### src/rtl/mem_arbiter.sv
// mem_arbiter: cpu/debug arbiter, one transaction in flight to a sync RAM.
// Define ARB_ROUND_ROBIN_EN for alternating tie-break; default: cpu wins ties.
module mem_arbiter #(
  parameter int ADDR_W = 9,
  parameter int DATA_W = 32,
  parameter int RD_LAT = 1
) (
  input  logic              Clock,
  input  logic              Reset,
  input  logic              cpu_req,
  input  logic              cpu_we,
  input  logic [ADDR_W-1:0] cpu_addr,
  input  logic [DATA_W-1:0] cpu_wdata,
  output logic              cpu_ack,
  output logic [DATA_W-1:0] cpu_rdata,
  input  logic              dbg_req,
  input  logic              dbg_we,
  input  logic [ADDR_W-1:0] dbg_addr,
  input  logic [DATA_W-1:0] dbg_wdata,
  output logic              dbg_ack,
  output logic [DATA_W-1:0] dbg_rdata,
  output logic              mem_en,
  output logic              mem_we,
  output logic [ADDR_W-1:0] mem_addr,
  output logic [DATA_W-1:0] mem_wdata,
  input  logic [DATA_W-1:0] mem_rdata,
  output logic              cpu_gnt,
  output logic              dbg_gnt
);

  localparam logic [1:0] IDLE  = 2'd0;
  localparam logic [1:0] ISSUE = 2'd1;
  localparam logic [1:0] WAIT  = 2'd2;
  localparam logic [1:0] DONE  = 2'd3;

  localparam logic [2:0] LAST = 3'(RD_LAT - 1);

  logic [1:0] state;
  logic [2:0] cnt;
  logic       owner_dbg;
  logic       we_q;
  logic       win_dbg;
  logic       any_req;

  assign any_req = cpu_req | dbg_req;

`ifdef ARB_ROUND_ROBIN_EN
  logic last_dbg;

  // a tie goes to whoever was not granted last
  assign win_dbg = dbg_req & (~cpu_req | ~last_dbg);

  always_ff @(posedge Clock) begin
    if (Reset)
      last_dbg <= 1'b1;
    else if (state == IDLE && any_req)
      last_dbg <= win_dbg;
  end
`else
  assign win_dbg = dbg_req & ~cpu_req;
`endif

  always_ff @(posedge Clock) begin
    if (Reset) begin
      state     <= IDLE;
      cnt       <= 3'd0;
      owner_dbg <= 1'b0;
      we_q      <= 1'b0;
      mem_addr  <= '0;
      mem_wdata <= '0;
      cpu_rdata <= '0;
      dbg_rdata <= '0;
    end else begin
      unique case (state)
        IDLE: begin
          if (any_req) begin
            state     <= ISSUE;
            owner_dbg <= win_dbg;
            we_q      <= win_dbg ? dbg_we : cpu_we;
            mem_addr  <= win_dbg ? dbg_addr : cpu_addr;
            mem_wdata <= win_dbg ? dbg_wdata : cpu_wdata;
          end
        end
        ISSUE: begin
          state <= WAIT;
          cnt   <= 3'd0;
        end
        WAIT: begin
          if (cnt == LAST) begin
            state <= DONE;
            if (!we_q) begin
              if (owner_dbg) dbg_rdata <= mem_rdata;
              else           cpu_rdata <= mem_rdata;
            end
          end else begin
            cnt <= cnt + 3'd1;
          end
        end
        DONE: state <= IDLE;
      endcase
    end
  end

  assign mem_en  = (state == ISSUE);
  assign mem_we  = mem_en & we_q;
  assign cpu_gnt = (state != IDLE) & ~owner_dbg;
  assign dbg_gnt = (state != IDLE) & owner_dbg;
  assign cpu_ack = (state == DONE) & ~owner_dbg;
  assign dbg_ack = (state == DONE) & owner_dbg;

endmodule
### config.mk
export PLATFORM = sky130hd
export DESIGN_NAME = mem_arbiter
export DESIGN_NICKNAME = d
export VERILOG_FILES = /design/src/rtl/mem_arbiter.sv
export SDC_FILE = /design/constraint.sdc
export NUM_CORES = 1
export LEC_CHECK = 0
export CORE_AREA = 2 2 119 121
export CTS_CLUSTER_DIAMETER = 120
export DETAILED_ROUTE_END_ITERATION = 10
export DIE_AREA = 0 0 121 123
export PLACE_DENSITY = 0.73
export SLEW_MARGIN = 20
export SYNTH_ARGS = -nofsm -noshare
export SYNTH_HDL_FRONTEND = slang
export SYNTH_SLANG_ARGS = --single-unit
### constraint.sdc
create_clock -name Clock -period 1.6 [get_ports Clock]
set_input_delay 0.32 -clock Clock [delete_from_list [all_inputs] [get_ports Clock]]
set_output_delay 0.32 -clock Clock [all_outputs]
set_load 0.03 [all_outputs]
# Word level (Yosys, flattened, before mapping)
# Index checks and enable logic that the tools add are counted.
[totals]
output_inout_bits = 111
regBits = 112
in_bits = 120
[op_classes]
reduce_logical = 9
n_addsub = 1
n_eq_ne = 6
n_bitwise = 10
n_mux = 8
[ops]
columns = ["operator", "n"]
rows = [
  ["32-bit 2-to-1 mux", 1],
  ["9-bit 2-to-1 mux", 1],
  ["2-bit one-hot mux with 4 select lines", 1],
  ["4-bit AND reduction", 2],
  ["1-bit AND", 6],
  ["2-bit inequality test (second input constant)", 3],
  ["3-bit one-hot mux with 2 select lines", 1],
  ["2-bit AND reduction", 3],
  ["2-bit == test (second input constant)", 2],
  ["2-bit 2-to-1 mux", 2],
  ["2-bit nonzero test", 2],
  ["3-bit by 1-bit adder with 3-bit output (second input constant)", 1],
  ["3-bit logical NOT", 1],
  ["3-bit 2-to-1 mux", 1],
  ["1-bit inverter", 3],
  ["2-bit by 1-bit == test with 1-bit output (second input constant)", 1],
  ["2-bit logical NOT", 1],
  ["1-bit 2-to-1 mux", 1],
  ["1-bit bitwise OR", 1],
]

# Depth between registers and ports, before layout
[depth]
depth_word = 3
ltp_mapped = 8

# Worst setup path before layout
# OpenSTA, ideal clock, no wires.
[synth_timing]
path_type = "register -> register"
start = "reg state[0]"
end = "reg cpu_rdata[10]"
path_buffers = 3
path_stages_with_launch = 9
setup_slack_ns = -0.088
arrival_time_ns = 1.570
synth_period_minus_slack_ns = 1.688
cell_sequence = "dfxtp_1 -> inv_1 -> ha_1 -> buf_4 -> nand2_2 -> or4_4 -> buf_6 -> buf_12 -> mux2i_1"
[synth_between]
elab_chain_cells = 2
[synth_lines]
columns = ["item", "line", "source"]
rows = [
  ["start: declaration", "38", "logic [1:0] state;"],
  ["start signal: assignment", "65", "state <= IDLE;"],
  ["start signal: assignment", "77", "state <= ISSUE;"],
  ["start signal: assignment", "85", "state <= WAIT;"],
  ["2-bit == test", "74", "unique case (state)"],
  ["4-bit AND reduction (no line)", "--", ""],
  ["end signal: assignment", "93", "else cpu_rdata <= mem_rdata;"],
  ["end: declaration", "15", "output logic [DATA_W-1:0] cpu_rdata,"],
]
# No other way between the ends.
# A chain may end at the register's enable or synchronous reset.

# Final worst setup path
[layout_timing]
start = "reg state[0]"
end = "out dbg_ack"
[layout_between]
elab_chain_cells = 2
[layout_lines]
columns = ["item", "line", "source"]
rows = [
  ["2-bit == test", "109", "assign dbg_ack = (state == DONE) & owner_dbg;"],
  ["1-bit AND", "109", ""],
  ["end: declaration", "20", "output logic dbg_ack,"],
]
# No other way between the ends.

==> flow_metrics.env <==
export IMPL_layout_worst_path_cycle_share_pct=97.5
export IMPL_postSynthRegisterBits=112
export IMPL_power_density_nw_per_um2=1330
export IMPL_die_y_um=123
export IMPL_syn_cell_area_um2=4930
export IMPL_stage_delay_of_the_slowest_cell_on_the_critical_path_ns=0.37
export IMPL_die_x_um=121
export IMPL_holdWs_ns=0.416
export IMPL_cts_buffers=9
export IMPL_post_synth_fa_ha_maj_area_fraction_pct=1.78
export IMPL_final_core_util_pct=57.3
export IMPL_timing_critical_path_to="dbg_ack"
export IMPL_gr_total_overflow=0
export IMPL_num_io_pins=231
export IMPL_final_cell_mix="118 x sky130_fd_sc_hd__clkdlybuf4s50_1, 109 x sky130_fd_sc_hd__dfxtp_1, 107 x sky130_fd_sc_hd__mux2i_1"
export IMPL_met3_usage_pct=5.44
export IMPL_globalRouteTotalUtil_pct=17.1
export IMPL_floorplan_die_area_um2=14900
export IMPL_hpwl_reported_at_the_end_of_detailed_placement_um=9870
export IMPL_postSynth_topFlopCell="sky130_fd_sc_hd__dfxtp_1"
export IMPL_post_drt_via_cell_ratio=4.65
export IMPL_setup_worst_path_class="reg -> out"
export IMPL_routed_wire_length_per_instance_um=14.6
export IMPL_floorplan_rows=43
export IMPL_report_final_slew_viol_count=0
export IMPL_grt_pass1_wl_um=20300
export IMPL_cts_max_path_buffers=2
export IMPL_finalCriticalPeriod_ns=1.56
export IMPL_drt_wl_total_um=13000
export IMPL_cells_after_synth=482
export IMPL_fin_skew_ns=0.00985
export IMPL_finalHoldViolations=0
export IMPL_top_usage_layer="met2"
export IMPL_crit_chain="ha_1, and2_4, buf_12"
export IMPL_cts_clk_pin_slew_worst_paths_ns=0.07
export IMPL_critical_path_required_ns=1.28
export IMPL_yosysWarnings=0
export IMPL_synth_compound_area_share_pct=7.74
export IMPL_synthToLayoutAreaGrowth_pct=58.1
export IMPL_initial_antenna_violation_count=0
export IMPL_clock_fmax_mhz=641
export IMPL_report_final_setup_viol=0
export IMPL_drive_gt1_share_pct=8.47
export IMPL_rr_endpoint="cpu_rdata[5]"
export IMPL_holdBufCountCts=0
export IMPL_vias=4133
export IMPL_max_cap_violations=0
export IMPL_r2r_start="state[1]"
export IMPL_initial_utilization_pct=36.2
export IMPL_crit_path_max_fanout=3
export IMPL_grt_setup_unrepaired="true"
export IMPL_dr_pass1_iters=4
export IMPL_syn_avg_cell_area_um2=10.2
export IMPL_synth_yosys_seq_area_share_pct=45.5
export IMPL_layout_cells_most_common="sky130_fd_sc_hd__clkdlybuf4s50_1"
export IMPL_num_antenna_cells=0
export IMPL_synth_xor_area_share_pct=0
export IMPL_worst_setup_path_startpoint="state[0]"
export IMPL_irDropWorstVdd_mv=1.01
export IMPL_tritoncts_num_sinks=112
export IMPL_worst_slew_pin_transition_ns=0.358
export IMPL_first_global_vias=4236
export IMPL_tritoncts="yes"
export IMPL_ys_async_sr_fraction_pct=0
export IMPL_number_of_synthesized_flops_with_an_enable_pin=0
export IMPL_drt_iter0_markers=203
export IMPL_worstSetupStartpointType="flop"
export IMPL_synth_top_family_by_area="multiplexers"
export IMPL_clockRootBuffer="sky130_fd_sc_hd__clkbuf_16"
export IMPL_critical_path_arrival_ns=1.24
export IMPL_antenna_violating_nets_post_route=0
export IMPL_status="complete, no violations"
export IMPL_core_area_um2=13600
export IMPL_use_met1_pct=20.7
export IMPL_worstSkewPairLatency_ns=0.34
export IMPL_buffer_ports_inserted=230
export IMPL_groute_layer_met2_usage_pct=29.3
export IMPL_timing_slew_headroom_pct=76.2
export IMPL_place_congestion=0.727
export IMPL_cts_htree_levels=3
export IMPL_setup_tns_ns=0
export IMPL_synthSimpleGateAreaFrac_pct=18.7
export IMPL_critical_path_slowest_cell="sky130_fd_sc_hd__dfxtp_4"
export IMPL_mappedNetlistNets=609
export IMPL_post_route_drc_count=0
export IMPL_critical_path_endpoint_type="output port"
export IMPL_leakage_nw=3.65
export IMPL_hold_path_class="in -> reg"
export IMPL_post_synth_mux_area_share_pct=21.7
export IMPL_grt_max_degree=76
export IMPL_r2r_slack_ns=0.06
export IMPL_worst_r2r_cell_count=6
export IMPL_design_final_nets=830
export IMPL_yosysUniqueCellTypes=31
worst max-delay path, delay by kind of cell, from the launching register on:
kind / cells / cell delay [ns]
simple gates: 1 / 0.17
fa+ha+maj: 1 / 0.23
buf+inv: 1 / 0.13
flops: 1 / 0.37
final cells by class:
cell class / count / area [um2]
Fill cell: 1240 / 5820
Multi-Input combinational cell: 327 / 2530
Timing Repair Buffer: 248 / 2470
Sequential cell: 112 / 2250
Clock buffer: 10 / 229
Tap cell: 180 / 225
Clock inverter: 6 / 68.8
Inverter: 5 / 23.8
how the worst min path moves through the flow:
stage          slack (ns)     startpoint             to  cells past startpoint
2_1_floorplan        0.42        cpu_req      owner_dbg                      1
3_5_place_dp         0.46  cpu_rdata[23]  cpu_rdata[23]                      2
4_1_cts              0.40          Reset   dbg_rdata[5]                      3
5_1_grt              0.43          Reset  dbg_rdata[14]                      3
6_report             0.42          Reset   dbg_rdata[5]                      3
3_3_place_gp         0.46  dbg_rdata[12]  dbg_rdata[12]                      2
metal layers:
metal  wire length [um]  up-vias
met5                  0        -
met2               5990      164
li1                   -     2095
met1               5690     1864
met4                120        0
met3               1170       10
report_power, final:
group | switching, W | total, W | internal [W]
Clock | 0.00100 | 0.00223 | 0.00122
Sequential | 0.000315 | 0.00369 | 0.00337
Combinational | 0.00263 | 0.00448 | 0.00185
metrics by stage:
| stage | instance area, um2 | total power (W) | worst slack [ns] | cells |
|---|---|---|---|---|
| finish | 7790 | 0.0104 | 0.0405 | 888 |
| global route | 7790 | 0.0110 | -0.00553 | 888 |
| CTS | 7760 | 0.0105 | -0.0271 | 887 |
| detailed placement | 7560 | 0.00851 | -0.142 | 871 |
| global placement | 7560 | 0.00841 | -0.0632 | 871 |
| floorplan | 4960 | 0.00651 | -0.0316 | 482 |
Yosys cell counts (2+ instances only):
cell type	n	area share [%]
sky130_fd_sc_hd__a211oi_1	44	6.7
sky130_fd_sc_hd__buf_1	2	0.15
sky130_fd_sc_hd__inv_1	5	0.38
sky130_fd_sc_hd__buf_6	2	0.46
sky130_fd_sc_hd__nor2_1	45	3.4
sky130_fd_sc_hd__buf_4	7	1.1
sky130_fd_sc_hd__nor2b_1	3	0.38
sky130_fd_sc_hd__nand2b_1	100	13
sky130_fd_sc_hd__buf_2	8	0.81
sky130_fd_sc_hd__ha_1	7	1.8
sky130_fd_sc_hd__a21oi_1	3	0.30
sky130_fd_sc_hd__clkbuf_1	18	1.4
sky130_fd_sc_hd__o211ai_1	2	0.30
sky130_fd_sc_hd__dfxtp_1	112	45
sky130_fd_sc_hd__and2_1	2	0.25
sky130_fd_sc_hd__mux2i_1	107	22
flip-flops by register name, summed over array words and instances (netlist names):
name       count
state          2
owner_dbg      1
mem_addr       9
cpu_rdata     32
mem_wdata     32
dbg_rdata     32
we_q           1
cnt            3
cells by family after synthesis:
logic type                 after synthesis
DFF                                    112
adders and majority gates                7
buffers and inverters                   43
AOI/OAI and AO/OA                       52
muxes                                  107
and+or+nand+nor                        161
repair_timing:
| action | CTS | global route |
|---|---|---|
| buffers inserted | 0 | 1 |
| setup endpoints to repair | 111 | 9 |
| gates resized for setup | 114 | 11 |
| pin swaps | 0 | 1 |
Power figures use the tool's default switching activity.
